## config.mk

```make
export PLATFORM = sky130hd
export DESIGN_NAME = lamp_ramp_sequencer
export DESIGN_NICKNAME = d
export VERILOG_FILES = /design/src/rtl/lamp_ramp_sequencer_pkg.sv /design/src/rtl/lamp_thermo_decode.sv /design/src/rtl/lamp_ramp_sequencer.sv
export SDC_FILE = /design/constraint.sdc
export NUM_CORES = 1
export LEC_CHECK = 0
export CORE_MARGIN = 2
export CORE_UTILIZATION = 40
export CTS_CLUSTER_SIZE = 14
export DETAILED_ROUTE_END_ITERATION = 7
export PLACE_DENSITY = 0.67
export SLEW_MARGIN = 10
export SYNTH_ARGS = -nofsm -noshare
export SYNTH_HDL_FRONTEND = slang
export SYNTH_SLANG_ARGS = --single-unit
```

## constraint.sdc

```tcl
create_clock -name clk -period 6.7 [get_ports clk]
set_input_delay 1.34 -clock clk [delete_from_list [all_inputs] [get_ports clk]]
set_output_delay 1.34 -clock clk [all_outputs]
set_load 0.01 [all_outputs]
```

## src/rtl/lamp_ramp_sequencer_pkg.sv

```systemverilog
// Shared lighting definitions: lamp-count width, maximum lamp count, and ramp FSM states.
package lamp_ramp_sequencer_pkg;

  localparam int unsigned LAMP_CNT_W = 4;
  localparam int unsigned LAMP_MAX   = 15;

  typedef enum logic [1:0] {
    IDLE      = 2'd0,
    RAMP_UP   = 2'd1,
    RAMP_DOWN = 2'd2
  } lamp_state_e;

endpackage

```

## src/rtl/lamp_thermo_decode.sv

```systemverilog
// Lamp count to thermometer enables: bit i is high iff i < count.
module lamp_thermo_decode
  import lamp_ramp_sequencer_pkg::*;
#(
  parameter int unsigned NUM_LAMPS = LAMP_MAX
) (
  input  logic [LAMP_CNT_W-1:0] count,
  output logic [NUM_LAMPS-1:0]  therm
);

  always_comb begin
    therm = '0;
    for (int unsigned i = 0; i < NUM_LAMPS; i++) begin
      therm[i] = (i < 32'(count));
    end
  end

endmodule

```

## src/rtl/lamp_ramp_sequencer.sv

```systemverilog
// Ramps the number of lit lamps one step per STEP_CYCLES toward the requested count,
// following target changes mid-ramp and pulsing done when a ramp lands on its target.
module lamp_ramp_sequencer
  import lamp_ramp_sequencer_pkg::*;
#(
  parameter int unsigned NUM_LAMPS   = 15,
  parameter int unsigned STEP_CYCLES = 4
) (
  input  logic                  clk,
  input  logic                  rst_n,
  input  logic [LAMP_CNT_W-1:0] active_lights,
  output logic [NUM_LAMPS-1:0]  lamp_en,
  output logic [LAMP_CNT_W-1:0] on_count,
  output logic                  busy,
  output logic                  done
);

  localparam logic [LAMP_CNT_W-1:0] MAX_CNT   = LAMP_CNT_W'(NUM_LAMPS);
  localparam logic [3:0]            TIMER_END = 4'(STEP_CYCLES - 1);

  lamp_state_e           state_q, state_d;
  logic [LAMP_CNT_W-1:0] tgt_q, tgt_d;
  logic [LAMP_CNT_W-1:0] on_count_q, on_count_d;
  logic [3:0]            timer_q, timer_d;
  logic                  done_q, done_d;
  logic                  step;

  always_ff @(posedge clk) begin
    if (!rst_n) begin
      state_q    <= IDLE;
      tgt_q      <= '0;
      on_count_q <= '0;
      timer_q    <= '0;
      done_q     <= 1'b0;
    end else begin
      state_q    <= state_d;
      tgt_q      <= tgt_d;
      on_count_q <= on_count_d;
      timer_q    <= timer_d;
      done_q     <= done_d;
    end
  end

  assign step = (timer_q == TIMER_END);

  always_comb begin
    tgt_d      = (active_lights > MAX_CNT) ? MAX_CNT : active_lights;
    state_d    = state_q;
    on_count_d = on_count_q;
    timer_d    = timer_q;
    done_d     = 1'b0;

    unique case (state_q)
      IDLE: begin
        timer_d = '0;
        if (tgt_q > on_count_q)      state_d = RAMP_UP;
        else if (tgt_q < on_count_q) state_d = RAMP_DOWN;
      end

      // Target moving onto the current count ends the ramp silently; a target
      // behind the count reverses direction and restarts the step interval.
      RAMP_UP: begin
        if (tgt_q == on_count_q) begin
          state_d = IDLE;
          timer_d = '0;
        end else if (tgt_q < on_count_q) begin
          state_d = RAMP_DOWN;
          timer_d = '0;
        end else if (step) begin
          timer_d    = '0;
          on_count_d = on_count_q + 1'b1;
          if (on_count_d == tgt_q) begin
            state_d = IDLE;
            done_d  = 1'b1;
          end
        end else begin
          timer_d = timer_q + 1'b1;
        end
      end

      RAMP_DOWN: begin
        if (tgt_q == on_count_q) begin
          state_d = IDLE;
          timer_d = '0;
        end else if (tgt_q > on_count_q) begin
          state_d = RAMP_UP;
          timer_d = '0;
        end else if (step) begin
          timer_d    = '0;
          on_count_d = on_count_q - 1'b1;
          if (on_count_d == tgt_q) begin
            state_d = IDLE;
            done_d  = 1'b1;
          end
        end else begin
          timer_d = timer_q + 1'b1;
        end
      end

      default: begin
        state_d = IDLE;
        timer_d = '0;
      end
    endcase
  end

  lamp_thermo_decode #(.NUM_LAMPS(NUM_LAMPS)) u_decode (
    .count (on_count_q),
    .therm (lamp_en)
  );

  assign on_count = on_count_q;
  assign busy     = (state_q != IDLE);
  assign done     = done_q;

endmodule

```

==> results.md, run 1 <==
- Initial antenna violation count: 0
- Distinct cells, synth: 36
- Cell-by-cell trace of the critical path: clkinv_1 -> nor3_1 -> clkdlybuf4s50_1
- Largest net degree at the start of global routing: 12
- Avg Inst Size Synth: 8.08 um^2
- Part of the cycle the worst path needs: 50.2%
- PostCTS Resize Cnt: 0
- TritonRoute pass-1 iters: 4
- CP Depth: 3
- Die ar.: 3070 um^2
- First DRT Iteration DRCs: 15
- Leading cell type in the layout, fill and taps excluded: clkdlybuf4s50_1
- Gp weighted congestion: 0.935
- CP max stage delay: 0.60 ns
- Antenna Nets Post-Route: 0
- Reg2reg path depth: 6
- Setup Skew: 0.00872 ns
- Total global-route track usage: 15.1%
- Nets: 175
- Max IR drop VDD: 0.0000810 V
- Pwr/cell area: 154 nW/um^2
- Top post-synthesis cells by area: dfxtp_1, ha_1, xnor2_1
- Post-cts hold buffer count: 0
- Clk_lat worst skew: 0.28 ns
- Mapped Cells: 131
- Share of cells above drive strength 1: 3.85%
- Core Box Area: 2500 um^2
- CP startpoint kind: flop
- Clock Tree Root: clkbuf_4
- Most frequent cells in the layout: clkdlybuf4s50_1, nand2_1, dfxtp_1
- Worst Path Buf+Inv: 2
- Initial Util: 42.3%
- Slew Viols, Final: 0
- Ant diodes: 0
- Hold depth: 1
- Cts bufs inserted: 3
- Slowest CP cell: dfxtp_1
- TNS Setup: 0 ns
- CTS tree: yes
- Row cnt: 18
- RSZ-0062 raised after global routing: false
- Vias in the first global route: 835
- Leading area contributor after synthesis: dfxtp_1
- Max Cap Viol: 0
- Synthesized cell area: 1060 um^2
- CTS clk-pin slew, worst paths: 0.09 ns
- Syn nets: 149
- Via-per-instance ratio: 5.26
- Drc violations: 0
- Worst setup EP type: output port
- Final WL: 2210 um
- Sequential-to-total area share from yosys stat: 28.4%
- Worst-margin pin slew: 0.489 ns
- First-pass GRT wire length: 3790 um
- CP max FO: 11
- Area growth, synth to finish: 28.4%
- Hold WC Path Type: flop to flop
- Die W: 55.4 um
- Die height: 55.4 um
- H-tree depth: 1
- Maximum clock path buffer count: 2
- Final Cell Area: 1360 um^2
- Port Buffer Count: 26
- DP Wirelength: 1780 um
- Critical path class: flop to output port
- Placed Area: 1330 um^2
- Rel. slew slack: 67.1%
- Synth Register Bits: 15
- # IOs: 27
- Final setup fails: 0
- Critical path arrival: 2.02 ns
- WP data required: 5.36 ns
- Maximum clock rate: 297 MHz
- Min Clock Period, post-route: 3.36 ns
- Mean routed wirelength per cell: 11.9 um
- CP delay by family, top: buffers and inverters
- Sink Count: 15
- YS warnings: 0
- Final Hold Viols: 0
- Setup Buffers After CTS: 0
- Via Count: 979
- Synth top area share: 28.4%
- Status: completed
- Static leakage: 0.529 nW
- Total congestion overflow: 0
cell type report:
type / count / area (um^2)
fillers: 238 / 1140
inverters: 12 / 45.0
well taps: 30 / 37.5
clock buffers: 4 / 26.3
flip-flops and latches: 15 / 300
multi-input cells: 99 / 689
repair buffers: 26 / 260
synthesized netlist by cell type, drive strengths merged:
cell type,instances
or4b,1
or4,1
o211ai,1
and4,1
nand3,5
nand3b,1
o31ai,1
and3,1
a21oi,6
dfxtp,15
clkinv,1
o221a,1
o21ai,4
mux2i,5
and2,5
nor3,5
nand2,16
xnor2,8
ha,12
a211oi,2
nor2,11
clkbuf,2
nand2b,1
a211o,1
o2111ai,1
or3,1
o32ai,1
xor2,3
nand4,3
inv,11
nor2b,1
buf,3
layer usage:
metal	share of wire (%)	track usage, %	up-vias	wire [um]
met2	48	23.8	22	1050
met5	0	0	-	0
li1	-	-	496	-
met1	48	20.8	459	1050
met3	4.3	3.28	2	96
met4	0.54	4.18	0	12
worst paths after layout:
check	start	to	slack [ns]
worst min register to register	timer_q[0]	timer_q[0]	0.46
worst min-delay path	timer_q[0]	timer_q[0]	0.46
worst max register to register	on_count[2]	state_q[1]	3.92
worst max-delay path	on_count[2]	lamp_en[12]	3.34
flip-flops by register name, summed over array words and instances (netlist names):
signal,count
done,1
timer_q,4
on_count,4
tgt_q,4
state_q,2
stage by stage:
| stage | total power [mW] | util, % | cells | worst slack (ns) | hold WS (ns) |
|---|---|---|---|---|---|
| after detailed placement | 0.161 | 53.3 | 182 | 3.65 | 0.453 |
| after global routing | 0.226 | 54.4 | 186 | 3.20 | 0.487 |
| after CTS | 0.212 | 54.4 | 186 | 3.33 | 0.472 |
| after floorplan | 0.143 | - | 131 | 4.23 | 0.433 |
| after global placement | 0.159 | 53.3 | 182 | 3.76 | 0.454 |
| final | 0.210 | 54.4 | 186 | 3.34 | 0.463 |
worst register-to-register path: stages, from the launching register on:
cell and delay [ns]:
dfxtp_1 0.60, clkinv_1 0.31, ha_1 0.39, nand4_1 0.32
o221a_2 0.39, o31ai_1 0.46, mux2i_1 0.24
where the power goes:
part	internal (mW)	switching [mW]
sequential	0.0937	0.00440
clock	0.0231	0.0273
combinational	0.0280	0.0333
logic make-up (layout without fill, tap and decap cells):
logic type | after synthesis | in the layout | synth area share, %
buf+inv | 17 | 42 | 6.50
mux | 5 | 5 | 4.73
xor+xnor | 11 | 11 | 10.5
fa+ha+maj | 12 | 12 | 14.2
flops | 15 | 15 | 28.4
compound gates | 18 | 18 | 11.1
simple gates | 53 | 53 | 24.6
(Power assumes the default switching activity.)
==> run 2: changes to the inputs <==
==> constraint.sdc (replaced) <==
create_clock -name clk -period 3.2 [get_ports clk]
set_input_delay 0.64 -clock clk [delete_from_list [all_inputs] [get_ports clk]]
set_output_delay 0.64 -clock clk [all_outputs]
set_load 0.01 [all_outputs]
==> results.md, run 2 (same netlist as run 1, synthesis figures left out) <==
- Clk_lat worst skew: 0.29 ns
- Port Buffer Count: 26
- Mean routed wirelength per cell: 11.0 um
- Via Count: 939
- Total global-route track usage: 14.3%
- First-pass GRT wire length: 3620 um
- Leading cell type in the layout, fill and taps excluded: clkdlybuf4s50_1
- Hold depth: 1
- Sink Count: 15
- TritonRoute pass-1 iters: 4
- Final WL: 2050 um
- CP max stage delay: 0.59 ns
- CP startpoint kind: flop
- Drc violations: 0
- Share of cells above drive strength 1: 4.49%
- Largest net degree at the start of global routing: 12
- Die height: 55.4 um
- Ant diodes: 0
- CTS tree: yes
- Min Clock Period, post-route: 2.66 ns
- Overall power: 0.442 mW
- Die W: 55.4 um
- Slew Viols, Final: 0
- PostCTS Resize Cnt: 0
- Reg2reg path depth: 6
- Final Hold Viols: 0
- CP Depth: 6
- Post-cts hold buffer count: 0
- Post-route setup slack: 0.543 ns
- Worst-margin pin slew: 0.452 ns
- Row cnt: 18
- Initial antenna violation count: 0
- RSZ-0062 raised after global routing: false
- Maximum clock rate: 376 MHz
- Critical path arrival: 2.87 ns
- Worst setup EP type: flop
- Setup Buffers After CTS: 0
- Vias in the first global route: 819
- Nets: 175
- DP Wirelength: 1640 um
- Area growth, synth to finish: 28.7%
- Part of the cycle the worst path needs: 83.0%
- CTS clk-pin slew, worst paths: 0.10 ns
- Critical path class: flop to flop
- Cts bufs inserted: 3
- Antenna Nets Post-Route: 0
- Cell-by-cell trace of the critical path: clkinv_1 -> ha_1 -> nand4_1 -> o221a_2 -> o31ai_1 -> mux2i_1
- Initial Util: 42.3%
- Most frequent cells in the layout: clkdlybuf4s50_1, nand2_1, dfxtp_1
- Max IR drop VDD: 0.000264 V
- H-tree depth: 1
- Worst Path Buf+Inv: 1
- Hold WC Path Type: flop to flop
- First DRT Iteration DRCs: 31
- Maximum clock path buffer count: 2
- Setup Skew: 0.00636 ns
- Final Cell Area: 1360 um^2
- Post-Place Worst Slack: 0.582 ns
- Status: completed
- # IOs: 27
- Gp weighted congestion: 0.832
- Clock Tree Root: clkbuf_4
- CP max FO: 11
- WP data required: 3.42 ns
- Via-per-instance ratio: 5.05
- Final setup fails: 0
- Rel. slew slack: 69.6%
- Pwr/cell area: 324 nW/um^2
- Placed Area: 1330 um^2
- TNS Setup: 0 ns
- Static leakage: 0.528 nW
- Core Box Area: 2500 um^2
- Total congestion overflow: 0
- CP delay by family, top: compound AO/OA/AOI/OAI gates
- Die ar.: 3070 um^2
- Max Cap Viol: 0
- Slowest CP cell: dfxtp_1
## run 2: path summary, 6_finish.rpt
path                                  start          to  slack, ns
worst max-delay path            on_count[2]  state_q[0]       0.54
worst min register to register   timer_q[0]  timer_q[0]       0.47
worst min-delay path             timer_q[0]  timer_q[0]       0.47
worst max register to register  on_count[2]  state_q[0]       0.54
## run 2: worst register-to-register path, cell delays in order, from the launching register on
cell and delay, ns:
dfxtp_1 0.59, clkinv_1 0.29, ha_1 0.37, nand4_1 0.28
o221a_2 0.38, o31ai_1 0.44, mux2i_1 0.24
## run 2: stage by stage
stage / hold slack [ns] / instances / util (%)
final: 0.468 / 186 / 54.5
after global routing: 0.512 / 186 / 54.5
after CTS: 0.476 / 186 / 54.5
after detailed placement: 0.459 / 182 / 53.3
after global placement: 0.455 / 182 / 53.3
after floorplan: 0.433 / 131 / -
## run 2: layout make-up
| type | count | area, um^2 |
|---|---|---|
| fillers | 238 | 1140 |
| multi-input cells | 99 | 689 |
| flip-flops and latches | 15 | 300 |
| repair buffers | 26 | 260 |
| inverters | 12 | 45.0 |
| well taps | 30 | 37.5 |
| clock buffers | 3 | 22.5 |
| clock inverters | 1 | 7.51 |
## run 2: power by group
part,switching (mW),total [mW],internal (mW)
sequential,0.00914,0.205,0.196
combinational,0.0663,0.125,0.0582
clock,0.0645,0.112,0.0475
## run 2: per-layer routing
layer | track usage, % | wire length (um) | vias up
met3 | 4.45 | 97 | 0
met2 | 22.6 | 956 | 23
met5 | 0 | 0 | -
met4 | 3.83 | 0 | 0
met1 | 18.9 | 995 | 420
li1 | - | - | 496
